$ cat src/rtl/ex_mem_stage_if.sv
// EX->MEM stage bundle: the ALU result and decode inputs coming from EX,
// plus the registered MEM-side outputs, redirect/flush and exception signals.
interface ex_mem_stage_if #(
  parameter int DATA_W = 16,
  parameter int PC_W   = 16,
  parameter int RD_W   = 4
);
  logic              in_valid;
  logic [1:0]        in_fc;
  logic [3:0]        func_c;
  logic [DATA_W-1:0] in_op;
  logic [DATA_W-1:0] in_r0;
  logic              in_flag;
  logic              in_oflw;
  logic [RD_W-1:0]   in_rd;
  logic [DATA_W-1:0] in_sdata;
  logic [PC_W-1:0]   in_tgt;
  logic [PC_W-1:0]   in_pc;
  logic              mem_stall;
  logic              exc_ack;

  logic              out_ready;
  logic              out_valid;
  logic [DATA_W-1:0] out_result;
  logic [DATA_W-1:0] out_r0;
  logic              out_reg_we;
  logic              out_r0_we;
  logic [RD_W-1:0]   out_rd;
  logic              out_mem_rd;
  logic              out_mem_wr;
  logic [DATA_W-1:0] out_wdata;
  logic              out_redirect;
  logic [PC_W-1:0]   out_tgt;
  logic              out_flush;
  logic              out_exc;
  logic [1:0]        out_cause;
  logic [PC_W-1:0]   out_epc;

  // Environment side: drives EX bundle, stall and acknowledge.
  modport master (
    output in_valid, in_fc, func_c, in_op, in_r0, in_flag, in_oflw, in_rd,
           in_sdata, in_tgt, in_pc, mem_stall, exc_ack,
    input  out_ready, out_valid, out_result, out_r0, out_reg_we, out_r0_we,
           out_rd, out_mem_rd, out_mem_wr, out_wdata, out_redirect, out_tgt,
           out_flush, out_exc, out_cause, out_epc
  );

  // Stage side.
  modport slave (
    input  in_valid, in_fc, func_c, in_op, in_r0, in_flag, in_oflw, in_rd,
           in_sdata, in_tgt, in_pc, mem_stall, exc_ack,
    output out_ready, out_valid, out_result, out_r0, out_reg_we, out_r0_we,
           out_rd, out_mem_rd, out_mem_wr, out_wdata, out_redirect, out_tgt,
           out_flush, out_exc, out_cause, out_epc
  );
endinterface

$ cat src/rtl/ex_mem_stage.sv
// EX->MEM pipeline register with write-enable decode, branch/jump redirect,
// one-cycle flush and a held exception released by exc_ack.
module ex_mem_stage #(
  parameter int DATA_W = 16,
  parameter int PC_W   = 16,
  parameter int RD_W   = 4
) (
  input  logic        clk,
  input  logic        rst,
  ex_mem_stage_if.slave bus,
  output logic [1:0]  dbg_state
);
  typedef enum logic [1:0] {
    RUN   = 2'd0,
    FLUSH = 2'd1,
    EXC   = 2'd2
  } state_t;

  state_t state_q, state_d;

  // Handshake: an EX instruction transfers on a clock edge where in_valid and
  // out_ready are both high and mem_stall is low; out_ready is only high in RUN
  // without a stall, so upstream must hold its instruction while it is low.
  logic accept;
  assign bus.out_ready = (state_q == RUN) && !bus.mem_stall;
  assign accept        = bus.in_valid && bus.out_ready;
  assign dbg_state     = state_q;

  logic dec_reg_we, dec_r0_we, dec_mem_rd, dec_mem_wr;
  logic dec_taken, dec_ovf, dec_illegal, fault;
  logic [1:0] fault_cause;

  always_comb begin
    dec_reg_we  = 1'b0;
    dec_r0_we   = 1'b0;
    dec_mem_rd  = 1'b0;
    dec_mem_wr  = 1'b0;
    dec_taken   = 1'b0;
    dec_ovf     = 1'b0;
    dec_illegal = 1'b0;
    case (bus.in_fc)
      2'b00: begin
        case (bus.func_c)
          4'b0000, 4'b0001: begin
            dec_reg_we = !bus.in_oflw;
            dec_ovf    = bus.in_oflw;
          end
          4'b0010, 4'b0011, 4'b0100, 4'b1000, 4'b1001: dec_reg_we = 1'b1;
          4'b0101: begin
            dec_reg_we = 1'b1;
            dec_r0_we  = 1'b1;
          end
          default: dec_illegal = 1'b1;
        endcase
      end
      2'b01: begin
        case (bus.func_c)
          4'b0000: begin
            dec_mem_rd = 1'b1;
            dec_reg_we = 1'b1;
          end
          4'b0001: dec_mem_wr = 1'b1;
          default: dec_illegal = 1'b1;
        endcase
      end
      2'b10: begin
        if (bus.func_c[3:2] == 2'b00) dec_taken = bus.in_flag;
        else                          dec_illegal = 1'b1;
      end
      default: dec_illegal = 1'b1;
    endcase
    fault       = dec_ovf || dec_illegal;
    fault_cause = dec_illegal ? 2'b10 : 2'b01;
  end

  always_comb begin
    state_d = state_q;
    if (!bus.mem_stall) begin
      case (state_q)
        RUN: begin
          if (accept && fault)          state_d = EXC;
          else if (accept && dec_taken) state_d = FLUSH;
        end
        FLUSH:   state_d = RUN;
        EXC:     if (bus.exc_ack) state_d = RUN;
        default: state_d = RUN;
      endcase
    end
  end

  always_ff @(posedge clk) begin
    if (rst) state_q <= RUN;
    else     state_q <= state_d;
  end

  always_ff @(posedge clk) begin
    if (rst) begin
      bus.out_valid    <= 1'b0;
      bus.out_result   <= '0;
      bus.out_r0       <= '0;
      bus.out_reg_we   <= 1'b0;
      bus.out_r0_we    <= 1'b0;
      bus.out_rd       <= '0;
      bus.out_mem_rd   <= 1'b0;
      bus.out_mem_wr   <= 1'b0;
      bus.out_wdata    <= '0;
      bus.out_redirect <= 1'b0;
      bus.out_tgt      <= '0;
      bus.out_flush    <= 1'b0;
      bus.out_exc      <= 1'b0;
      bus.out_cause    <= '0;
      bus.out_epc      <= '0;
    end else if (bus.mem_stall) begin
      // Freeze the MEM slot, but never let a redirect/flush pulse stretch.
      bus.out_redirect <= 1'b0;
      bus.out_flush    <= 1'b0;
    end else begin
      // Bubble by default; an accepted instruction overrides below.
      bus.out_valid    <= 1'b0;
      bus.out_reg_we   <= 1'b0;
      bus.out_r0_we    <= 1'b0;
      bus.out_mem_rd   <= 1'b0;
      bus.out_mem_wr   <= 1'b0;
      bus.out_redirect <= 1'b0;
      bus.out_flush    <= 1'b0;
      if (state_q == EXC && bus.exc_ack) bus.out_exc <= 1'b0;
      if (accept) begin
        bus.out_valid  <= 1'b1;
        bus.out_result <= bus.in_op;
        bus.out_r0     <= bus.in_r0;
        bus.out_rd     <= bus.in_rd;
        bus.out_wdata  <= bus.in_sdata;
        if (fault) begin
          bus.out_exc   <= 1'b1;
          bus.out_cause <= fault_cause;
          bus.out_epc   <= bus.in_pc;
          bus.out_flush <= 1'b1;
        end else begin
          bus.out_reg_we <= dec_reg_we;
          bus.out_r0_we  <= dec_r0_we;
          bus.out_mem_rd <= dec_mem_rd;
          bus.out_mem_wr <= dec_mem_wr;
          if (dec_taken) begin
            bus.out_redirect <= 1'b1;
            bus.out_flush    <= 1'b1;
            bus.out_tgt      <= bus.in_tgt;
          end
        end
      end
    end
  end
endmodule

$ cat src/flat_wrapper.sv
// flat-port wrapper written by rule: the top's interface ports become plain ports
module ex_mem_stage_flat 
#(
  parameter int DATA_W = 16,
  parameter int PC_W   = 16,
  parameter int RD_W   = 4
)
  (clk, rst, dbg_state, bus_in_valid, bus_in_fc, bus_func_c, bus_in_op, bus_in_r0, bus_in_flag, bus_in_oflw, bus_in_rd, bus_in_sdata, bus_in_tgt, bus_in_pc, bus_mem_stall, bus_exc_ack, bus_out_ready, bus_out_valid, bus_out_result, bus_out_r0, bus_out_reg_we, bus_out_r0_we, bus_out_rd, bus_out_mem_rd, bus_out_mem_wr, bus_out_wdata, bus_out_redirect, bus_out_tgt, bus_out_flush, bus_out_exc, bus_out_cause, bus_out_epc);
  ex_mem_stage_if #(.DATA_W(DATA_W), .PC_W(PC_W), .RD_W(RD_W)) bus_i ();
  input  logic clk;
  input  logic rst;
  output logic [1:0] dbg_state;
  input wire logic [$bits(bus_i.in_valid)-1:0] bus_in_valid;
  input wire logic [$bits(bus_i.in_fc)-1:0] bus_in_fc;
  input wire logic [$bits(bus_i.func_c)-1:0] bus_func_c;
  input wire logic [$bits(bus_i.in_op)-1:0] bus_in_op;
  input wire logic [$bits(bus_i.in_r0)-1:0] bus_in_r0;
  input wire logic [$bits(bus_i.in_flag)-1:0] bus_in_flag;
  input wire logic [$bits(bus_i.in_oflw)-1:0] bus_in_oflw;
  input wire logic [$bits(bus_i.in_rd)-1:0] bus_in_rd;
  input wire logic [$bits(bus_i.in_sdata)-1:0] bus_in_sdata;
  input wire logic [$bits(bus_i.in_tgt)-1:0] bus_in_tgt;
  input wire logic [$bits(bus_i.in_pc)-1:0] bus_in_pc;
  input wire logic [$bits(bus_i.mem_stall)-1:0] bus_mem_stall;
  input wire logic [$bits(bus_i.exc_ack)-1:0] bus_exc_ack;
  output wire logic [$bits(bus_i.out_ready)-1:0] bus_out_ready;
  output wire logic [$bits(bus_i.out_valid)-1:0] bus_out_valid;
  output wire logic [$bits(bus_i.out_result)-1:0] bus_out_result;
  output wire logic [$bits(bus_i.out_r0)-1:0] bus_out_r0;
  output wire logic [$bits(bus_i.out_reg_we)-1:0] bus_out_reg_we;
  output wire logic [$bits(bus_i.out_r0_we)-1:0] bus_out_r0_we;
  output wire logic [$bits(bus_i.out_rd)-1:0] bus_out_rd;
  output wire logic [$bits(bus_i.out_mem_rd)-1:0] bus_out_mem_rd;
  output wire logic [$bits(bus_i.out_mem_wr)-1:0] bus_out_mem_wr;
  output wire logic [$bits(bus_i.out_wdata)-1:0] bus_out_wdata;
  output wire logic [$bits(bus_i.out_redirect)-1:0] bus_out_redirect;
  output wire logic [$bits(bus_i.out_tgt)-1:0] bus_out_tgt;
  output wire logic [$bits(bus_i.out_flush)-1:0] bus_out_flush;
  output wire logic [$bits(bus_i.out_exc)-1:0] bus_out_exc;
  output wire logic [$bits(bus_i.out_cause)-1:0] bus_out_cause;
  output wire logic [$bits(bus_i.out_epc)-1:0] bus_out_epc;
  assign bus_i.in_valid = bus_in_valid;
  assign bus_i.in_fc = bus_in_fc;
  assign bus_i.func_c = bus_func_c;
  assign bus_i.in_op = bus_in_op;
  assign bus_i.in_r0 = bus_in_r0;
  assign bus_i.in_flag = bus_in_flag;
  assign bus_i.in_oflw = bus_in_oflw;
  assign bus_i.in_rd = bus_in_rd;
  assign bus_i.in_sdata = bus_in_sdata;
  assign bus_i.in_tgt = bus_in_tgt;
  assign bus_i.in_pc = bus_in_pc;
  assign bus_i.mem_stall = bus_mem_stall;
  assign bus_i.exc_ack = bus_exc_ack;
  assign bus_out_ready = bus_i.out_ready;
  assign bus_out_valid = bus_i.out_valid;
  assign bus_out_result = bus_i.out_result;
  assign bus_out_r0 = bus_i.out_r0;
  assign bus_out_reg_we = bus_i.out_reg_we;
  assign bus_out_r0_we = bus_i.out_r0_we;
  assign bus_out_rd = bus_i.out_rd;
  assign bus_out_mem_rd = bus_i.out_mem_rd;
  assign bus_out_mem_wr = bus_i.out_mem_wr;
  assign bus_out_wdata = bus_i.out_wdata;
  assign bus_out_redirect = bus_i.out_redirect;
  assign bus_out_tgt = bus_i.out_tgt;
  assign bus_out_flush = bus_i.out_flush;
  assign bus_out_exc = bus_i.out_exc;
  assign bus_out_cause = bus_i.out_cause;
  assign bus_out_epc = bus_i.out_epc;
  ex_mem_stage #(.DATA_W(DATA_W), .PC_W(PC_W), .RD_W(RD_W)) u_core (.clk(clk), .rst(rst), .bus(bus_i), .dbg_state(dbg_state));
endmodule
$ cat config.mk
export PLATFORM = sky130hd
export DESIGN_NAME = ex_mem_stage_flat
export DESIGN_NICKNAME = d
export VERILOG_FILES = /design/src/rtl/ex_mem_stage_if.sv /design/src/rtl/ex_mem_stage.sv /design/src/flat_wrapper.sv
export SDC_FILE = /design/constraint.sdc
export NUM_CORES = 1
export LEC_CHECK = 0
export CAP_MARGIN = 25
export CORE_UTILIZATION = 23
export CTS_CLUSTER_DIAMETER = 100
export DETAILED_ROUTE_END_ITERATION = 16
export PLACE_DENSITY = 0.55
export SYNTH_ARGS = -nofsm -noshare
export SYNTH_HDL_FRONTEND = slang
export SYNTH_SLANG_ARGS = --single-unit
$ cat constraint.sdc
create_clock -name clk -period 2.1 [get_ports clk]
set_input_delay 0.42 -clock clk [delete_from_list [all_inputs] [get_ports clk]]
set_output_delay 0.42 -clock clk [all_outputs]
set_load 0.02 [all_outputs]
==> summary.txt, run 1 <==
Global route
  • Initial antenna violation count: 0
  • GRT Total Usage: between 10% and 20%
  • GR Overflow Total: 0
  • Largest net degree at the start of global routing: between 60 and 70
  • Global-route wire length before repair: 17,200 um
  • Vias in the first global route: 3,443

Synth
  • Top-count cell post-synth: nand2_1
  • Yosys top cell by area: dfxtp_1
  • Total number of yosys warnings: 0
  • Post-synthesis sequential element count: 96
  • Area contributors post-synth: dfxtp_1 (54%), nand2_1 (15%), mux2i_1 (9.1%), a21oi_1 (8.8%), clkbuf_1 (2.8%)
  • Primary FF master, synth: dfxtp_1
  • Simple-gate area share of the yosys netlist: 20.8%
  • Mapped Nets: 516
  • Adder-cell share of the synthesized area: 0%
  • Synth top area share: between 50 and 60%
  • Sequential share of the synthesized area: 54.4%
  • Yosys cell types: 31
  • Mux contribution to synthesized area: 9.07%
  • XOR/XNOR Fraction of Synth Area: less than 1%
  • Synth cell count leaders: nand2_1 (144), dfxtp_1 (96), a21oi_1 (62)
  • Post-synth EDFFs: 0
  • Asr flop ratio synth: 0%
  • Synth Area in Compound Gates: about 11%
  • Cells after Synth: 419
  • Largest family of logic cells by synthesized area: simple AND/OR/NAND/NOR gates
  • Avg Synthesized Cell Area: between 8 and 9 sq um
  • Post-Syn Area: approximately 0.0035 sq mm

Layout
  • Layout area overhead: 73.1%
  • # diodes: 0
  • Fraction of layout cells with a size suffix above 1: a little over 7%
  • Post-layout instance area: about 0.0061 sq mm
  • Post-layout nets: between 700 and 800

CTS
  • Clock tree buffer depth: 2
  • TritonCTS sink count: 96
  • H-tree levels: 3
  • CTS buffer count: 9
  • CTS tree: yes
  • Clock Latency Late Sink: 0.34 ns
  • Clock-pin slew of the registers on the worst-case setup and hold paths: ~0.07 ns
  • Hold buffers post-CTS: 0
  • Root buffer cell: clkbuf_16

Timing
  • Tightest Pin Transition: around 0.66 ns
  • Clk_skew: between 0.002 and 0.0025 ns
  • RSZ-0062 raised after global routing: no
  • Tcrit/Tclk final: between 90% and 100%
  • Final hold violations: 0
  • Max_slew headroom: 56.1%
  • Setup ws final: 0.110 ns
  • Setup violators final: 0
  • Fin Setup TNS: 0 ns
  • Fin Hold WS: 0.454 ns
  • FMAX: between 500 and 600 MHz
  • Final min period: approximately 2 ns
  • Max-slew violation count: 0

Critical path
  • Data required time of the worst path: roughly 2.3 ns
  • Crit path launch type: flip-flop
  • Critical Path AT: around 2.2 ns
  • RR Startpoint: u_core.dbg_state[0]
  • WS Path Type: reg -> reg
  • Setup crit end kind: flip-flop
  • Worst-path fanout max: 5
  • Crit path from: u_core.dbg_state[0]

Power
  • P_int: roughly 3300 uW
  • Switching Power: 1070 uW
  • Clk network pwr share: about two fifths
  • PD cells: approximately 700 mW/mm^2
  • Switch share: approximately 24%
  • Logic pwr share: around 16%
  • Total Power: roughly 4400 uW
  • VDD IR max: 0.384 mV
  • Sequential share of power: 44.0%
  • Pleak: 0.00235 uW

Die
  • FP Rows: 44
  • DIE AREA: between 0.015 and 0.02 sq mm
  • Core ar.: 0.0148 sq mm
  • Initial Util: a little under a quarter
  • Die height: between 100 and 150 um
  • Number of I/O pins: just under 200
  • DIE WIDTH: 126 um

Routing
  • Via-per-instance ratio: around 4.4
  • Drt initial violations: 130
  • Met1 WL: around 4700 um
  • WL met3: slightly below 900 um
  • Drt first pass iters: 4
  • Avg WL per Cell: between 10 and 15 um
  • DR vias: 3,544
  • Met2 Routed Length: ~5300 um
  • Highest metal used: met4
  • Antenna-violating nets left: 0
  • Routed WL: between 10,000 and 15,000 um
  • DRC violations left: 0

Placed design
  • Hpwl dp: roughly 8200 um
  • Worst Setup Slack post-DPL: -0.636 ns
  • GPL Wtd Cong: around 0.77
  • Placed cell areas: roughly 0.0057 sq mm
  • Port Buf Inserts: slightly below 200

Worst hold path
  • Hold Crit Start: u_core.bus.out_r0[1]
  • Hold Crit Class: reg -> reg

Run
  • Max cap viols: 0

Run status
  • Outcome: completed
==> per-layer routing <==
layer	vias to the layer above	global-route usage, %
met5	-	0
met4	0	3.97
met3	9	5.69
met2	144	23.7
met1	1625	15.8
li1	1766	-
==> metrics by stage <==
stage	cells	util (%)
global route	804	41.5
finish	804	41.5
global placement	787	38.9
detailed placement	787	38.9
CTS	803	41.2
floorplan	419	-
==> layout by cell type (no fill, tap or decap), drive strengths merged <==
master         instances
clkdlybuf4s50        189
nand2                144
dfxtp                 96
a21oi                 62
mux2i                 32
buf                   23
nor2                  21
clkbuf                10
o21ai                  4
nor3b                  3
clkinvlp               3
clkinv                 3
inv                    2
nand3                  2
or3                    2
o22ai                  2
bufinv                 2
dlygate4sd2            2
nor3                   2
and2                   1
or4b                   1
or2                    1
or4                    1
xnor2                  1
o32a                   1
and3                   1
nand4b                 1
a22oi                  1
nand4                  1
nor4b                  1
a32o                   1
o211a                  1
a211oi                 1
o31ai                  1
dlymetal6s2s           1
==> repair_timing <==
action | in CTS | in global routing
resized for setup | 6 | 3
setup buffers | 0 | 0
cloned | 0 | 1
pin swaps | 1 | 1
endpoints found under the setup margin | 22 | 13
==> flip-flops by register name (all words and copies together) (netlist names), 2 cells and up <==
| signal | cells |
|---|---|
| u_core.bus.out_wdata | 16 |
| u_core.bus.out_epc | 16 |
| u_core.bus.out_rd | 4 |
| u_core.bus.out_result | 16 |
| u_core.bus.out_tgt | 16 |
| u_core.bus.out_r0 | 16 |
| u_core.bus.out_cause | 2 |
| u_core.dbg_state | 2 |
==> path summary, 6_finish.rpt <==
path / endpoint / slack [ns] / cells after the start
max reg2reg: u_core.bus.out_tgt[14] / 0.11 / 5
min reg2reg: u_core.bus.out_r0[1] / 0.45 / 2
min: u_core.bus.out_r0[1] / 0.45 / 2
max: u_core.bus.out_tgt[14] / 0.11 / 5
==> critical path, stage by stage (launching register included) <==
cell	delay, ns
dfxtp_1	0.32
or4b_4	0.55
or4_4	0.61
buf_12	0.17
mux2i_1	0.16
nor2_1	0.06
==> power groups by stage <==
stage                     Sequential, uW  Clock (uW)  Combinational (uW)
final                               1930        1760                 698
after detailed placement            1970           0                 703
after global routing                1940        1900                 749
after floorplan                     2060           0                 194
after CTS                           1930        1840                 706
after global placement              1970           0                 696
==> final cells by class <==
class                      count  area (sq um)
sequential                    96          1920
tap                          184           230
clock buffer                   9           225
inverter                       3          11.3
timing repair buffer         216          2160
fill                        1472          8640
multi-input combinational    289          1470
clock inverter                 7          96.3
==> cells by family after synthesis <==
family | after synthesis
buffers and inverters | 34
multiplexers | 32
XOR/XNOR | 1
AND/OR/NAND/NOR | 182
flip-flops | 96
AO/OA/AOI/OAI | 74
No activity file was read; power rests on OpenSTA's default activity.
==> inputs of run 2 (changes only) <==
CORE_UTILIZATION = 35   (was 23)
PLACE_DENSITY = 0.78   (was 0.55)
==> summary.txt, run 2 (synthesized netlist as in run 1, its figures left out) <==
Global route
  • Vias in the first global route: 3,528
  • GR Overflow Total: 0
  • Global-route wire length before repair: 16,100 um
  • Largest net degree at the start of global routing: a little under 60
  • GRT Total Usage: 19.9%
  • Initial antenna violation count: 0

Timing
  • Tcrit/Tclk final: 96.2%
  • Max-slew violation count: 0
  • Final min period: around 2.0 ns
  • Clk_skew: a little over 0.01 ns
  • Final hold violations: 0
  • Fin Setup TNS: 0 ns
  • RSZ-0062 raised after global routing: no
  • Fin Hold WS: between 0.4 and 0.5 ns
  • Tightest Pin Transition: between 0.5 and 0.6 ns
  • FMAX: ~500 MHz
  • Max_slew headroom: between 60% and 70%
  • Setup violators final: 0

Die
  • FP Rows: 36
  • Initial Util: 36.1%
  • Core ar.: about 0.0098 sq mm
  • Number of I/O pins: around 190
  • DIE WIDTH: about 100 um
  • DIE AREA: 0.0105 sq mm
  • Die height: about 100 um

Routing
  • Avg WL per Cell: roughly 14 um
  • Drt initial violations: 70
  • DR vias: 3,531
  • Antenna-violating nets left: 0
  • Drt first pass iters: 4
  • Via-per-instance ratio: around 4.7
  • DRC violations left: 0
  • Routed WL: just over 10,000 um

Layout
  • Post-layout nets: about 720
  • Post-layout instance area: just under 0.006 sq mm
  • # diodes: 0
  • Most frequent cells in the layout: clkdlybuf4s50_1 (191), nand2_1 (144), dfxtp_1 (96), a21oi_1 (62), mux2i_1 (32)
  • Layout area overhead: 68.2%
  • Fraction of layout cells with a size suffix above 1: about 7.5%
  • Area of the multi-input gates: around 0.0015 sq mm
  • Final core occ: 60.8%
  • Final Non-Filler Cells: between 700 and 800
  • Fillers: 870
  • Register area: just under 0.002 sq mm
  • Most common cell after layout, fill and taps aside: clkdlybuf4s50_1

Placed design
  • Port Buf Inserts: between 150 and 200
  • Placed cell areas: roughly 0.0057 sq mm
  • GPL Wtd Cong: 0.767
  • Hpwl dp: between 7000 and 8000 um
  • Placed cells: 740

CTS
  • Setup bufs post-CTS: 0
  • CTS buffer count: 9
  • H-tree levels: 3
  • Clock tree buffer depth: 2
  • TritonCTS sink count: 96
  • Root buffer cell: clkbuf_8
  • Clock Latency Late Sink: approximately 0.35 ns
  • CTS tree: yes
  • Clock-pin slew of the registers on the worst-case setup and hold paths: about 0.090 ns

Worst hold path
  • Hold path depth: 2
  • Hold Crit Class: in -> reg
  • Hold Path End: u_core.bus.out_tgt[11]
  • Hold Crit Start: rst

Critical path
  • Crit path from: bus_in_valid
  • Reg2reg setup slack: about 0.27 ns
  • Reg2reg end: u_core.bus.out_r0_we
  • Worst reg-to-reg path cell count: 5
  • Cells along the critical path: clkdlybuf4s50_1 > or4b_4 > buf_4 > nor2_2 > nand4_1 > a21oi_1
  • Setup crit end kind: flip-flop
  • Data required time of the worst path: 2.39 ns
  • Critical Path AT: about 2.3 ns
  • Worst-path fanout max: just under 60
  • WS Path Type: in -> reg
  • Critical path's top delay family: simple AND/OR/NAND/NOR gates
  • RR Startpoint: u_core.dbg_state[0]
  • Crit path launch type: primary input
  • CP peak stage delay: 0.50 ns
  • Max stage delay cell, worst path: clkdlybuf4s50_1
  • Number of buffers and inverters on the critical path: 2

Run status
  • Outcome: completed

Power
  • PD cells: approximately 660 mW/mm^2
  • Pleak: 0.00230 uW
  • VDD IR max: ~0.31 mV

Run
  • Max cap viols: 0
## run 2: through the flow
stage	total power, uW	setup slack [ns]
after floorplan	2260	-0.145
after global placement	2660	-0.523
after detailed placement	2680	-0.583
after CTS	3990	0.00693
after global routing	4130	0.0117
final	3940	0.0807
## run 2: worst max path at each step
stage	to	slack [ns]	depth (start not counted)
after global routing	u_core.bus.out_cause[1]	0.01	6
final	u_core.bus.out_r0_we	0.08	6
after global placement	u_core.bus.out_tgt[10]	-0.52	6
after floorplan	u_core.bus.out_tgt[10]	-0.14	8
after detailed placement	u_core.bus.out_tgt[9]	-0.58	6
after CTS	u_core.bus.out_tgt[14]	0.007	6
## run 2: layout make-up
class	count	share of cell area, %
repair buffers	219	36.2
multi-input cells	289	24.8
well taps	133	2.80
clock buffers	13	2.51
inverters	3	0.190
clock inverters	3	1.09
flip-flops and latches	96	32.3
## run 2: timing repair
item | CTS | global route
pin swaps | 0 | 1
setup endpoints to repair | 20 | 17
resized for setup | 5 | 4
hold buffers | 0 | 0
## run 2: worst reg2reg max path: cells and delay by family, from the launching register on
family,cells,cell delay (ns)
compound gates,1,0.18
buf+inv,1,0.32
simple gates,3,0.94
flops,1,0.33
## run 2: per-layer routing
layer | share of wire (%) | GRT usage (%) | vias up
met1 | 40 | 21.7 | 1613
met4 | 2.0 | 8.24 | 0
met3 | 8.9 | 7.18 | 20
li1 | - | - | 1768
met2 | 49 | 34.7 | 130
met5 | 0 | 0 | -
## run 2: where the power goes
| part | leakage, uW | switching (uW) | internal [uW] |
|---|---|---|---|
| Combinational | 0.00141 | 320 | 382 |
| Clock | 0.000108 | 599 | 704 |
| Sequential | 0.000781 | 36.6 | 1890 |
| Total | 0.00230 | 956 | 2980 |
==> edit (config.mk and constraints of run 2) <==
Register the output `dbg_state` once more, without a reset; this adds one clock of latency there. The other outputs are not delayed to match.
--- a/src/rtl/ex_mem_stage.sv
+++ b/src/rtl/ex_mem_stage.sv
@@ -26,3 +26,5 @@
   assign accept        = bus.in_valid && bus.out_ready;
-  assign dbg_state     = state_q;
+  always_ff @(posedge clk) begin
+    dbg_state <= state_q;
+  end
 
Check against the original RTL: not equivalent (a bounded check fails within 4 cycles, from zero or initial values and one cycle with rst high).
==> edit against run 2 <==
- setup slack improved by 0.0073 ns
- sequential cell count increased by 2
- wire length about the same
- worst hold slack improved by 0.031 ns
- design area about the same
- power decreased by 3.7%
- sequential power increased by 2%
- combinational power decreased by 3%
- utilization decreased by 0.61 points
- synthesized area increased by 1.6%
- critical path type is now input port to output port
- critical endpoint is now bus_out_ready
- highest routed layer unchanged
==> edit: results (changes against run 2) <==
[setup_path]
r2r-end=u_core.bus.out_epc[0]
r2r_slack_ns=0.41  ; +0.14 ns
crit_arrival_ns=1.59  ; -0.72 ns
worstReg2RegStart=u_core.state_q[1]
crit_start=bus_mem_stall
cpPeakStageDelay_ns=0.44  ; -0.06 ns
crit_end=bus_out_ready
cp_max_fo=10  ; -83%
crit_family=buffers and inverters

[logic_synthesis]
yosysSeqAreaShare_pct=54.7  ; +0.28 points
synth.distinct_cells=33  ; +6.5%
synthTopCellsByCount=nand2_1 (175), dfxtp_1 (98), a21oi_1 (77), clkbuf_1 (25), mux2i_1 (16)
mappedNetlistNets=538  ; +4.3%
synth_mux_area_share_pct=4.46  ; -4.6 points
avgSynthCellArea_sq_um=8.14  ; -3.5%
async_reset_ff_share_pct=0  ; unchanged
synth-xor-area-share_pct=0.244  ; -0.0038 points
synth_compound_area_share_pct=13.0  ; +1.9 points
synthTopCellsByArea=dfxtp_1 (55%), nand2_1 (18%), a21oi_1 (11%), mux2i_1 (4.5%), clkbuf_1 (2.6%)

[cells_and_area]
fin_nets=732  ; +2.4%
antennaDiodeCount=0  ; unchanged
fill_cells=860  ; -1.1%
drive_above_1_share_pct=7.19  ; -0.36 points

[drt]
wl_mm=10.4  ; about the same
via_count=3661  ; +3.7%
viasPerCell=4.74  ; +1.4%
first_pass_iters=4  ; unchanged
drtIter0Drc=74  ; +5.7%

[global_routing]
grt_pass1_vias=3413  ; -3.3%
antenna_found_initial=0  ; unchanged
grt_max_degree=80  ; +36%
grt_pass1_wl_mm=15.4  ; -4.5%
track_usage_pct=18.7  ; -1.2 points

[sta]
worst_slew_pin_slew_ns=0.808  ; +0.211 ns
skew_ns=0.0112  ; +0.000866 ns
setup_viol=0  ; unchanged
min_period_ns=2.01  ; -0.00727 ns

[clocking]
cts_resized=1  ; -4
cts_setup_buffers=0  ; unchanged
clockBufferDepth=2  ; unchanged
hold_buffers=0  ; unchanged
cts_root_buffer=clkbuf_8

[placement]
placed_area_sq_um=5740  ; +0.57%
place.gp.congestion=0.745  ; -2.8%
dpl.hpwl_mm=7.61  ; -1.2%
dp_slack_ns=-0.295  ; +0.288 ns
dp_cells=757  ; +2.3%

[min_path]
hold_path.class=flop to flop

[power_and_ir_drop]
p_clk_mw=1.13  ; -13%
p_per_area_nw_per_um2=638  ; -3.6%
swShare_pct=26.6  ; +2.3 points
ir_worst_vdd_v=0.000324  ; +3.0%
p_seq_mw=1.97  ; +2%
p_leak_nw=2.13  ; -7.3%

[outcome]
status=completed

## edit: cell types whose count changed in the layout (fill, tap and decap cells not counted), moves of 3 or more
cell,run 2,this run
nand2_1,144,175
inv_6,0,3
clkbuf_1,3,0
nor3b_1,3,0
a21oi_1,62,77
nor2_1,20,6
mux2i_1,32,16
## edit: layer usage
layer	vias to the layer above	global-route usage [%]	share of wire, %
met5	-	0	0
met2	145	33.2	49
li1	1828	-	-
met4	0	8.88	2.5
met3	22	4.91	7.2
met1	1666	20.7	42
## edit: through the flow
step	hold slack (ns)	utilization (%)	setup TNS (ns)
floorplan	0.399	-	0
global placement	0.439	58.2	-8.02
detailed placement	0.445	58.2	-9.75
CTS	0.458	60.1	0
global route	0.474	60.2	0
finish	0.455	60.2	0
## edit: final cells by class
cell class | instances | area, sq um | area share (%)
Tap cell | 133 | 166 | 2.80
Clock inverter | 6 | 47.5 | 0.801
Clock buffer | 10 | 138 | 2.32
Inverter | 1 | 3.75 | 0.0632
Sequential cell | 98 | 1960 | 33.0
Multi-Input combinational cell | 308 | 1490 | 25.1
Timing Repair Buffer | 217 | 2130 | 35.9
## edit: how the worst min path moves through the flow
stage / endpoint / slack [ns] / start / cells after the start
2_1_floorplan: u_core.dbg_state[0] / 0.40 / u_core.state_q[0] / 0
3_3_place_gp: u_core.bus.out_tgt[3] / 0.44 / u_core.bus.out_tgt[3] / 2
3_5_place_dp: u_core.bus.out_tgt[1] / 0.44 / u_core.bus.out_tgt[1] / 2
4_1_cts: u_core.bus.out_tgt[1] / 0.46 / u_core.bus.out_tgt[1] / 2
5_1_grt: u_core.bus.out_tgt[2] / 0.47 / u_core.bus.out_tgt[2] / 2
6_report: u_core.bus.out_tgt[1] / 0.45 / u_core.bus.out_tgt[1] / 2
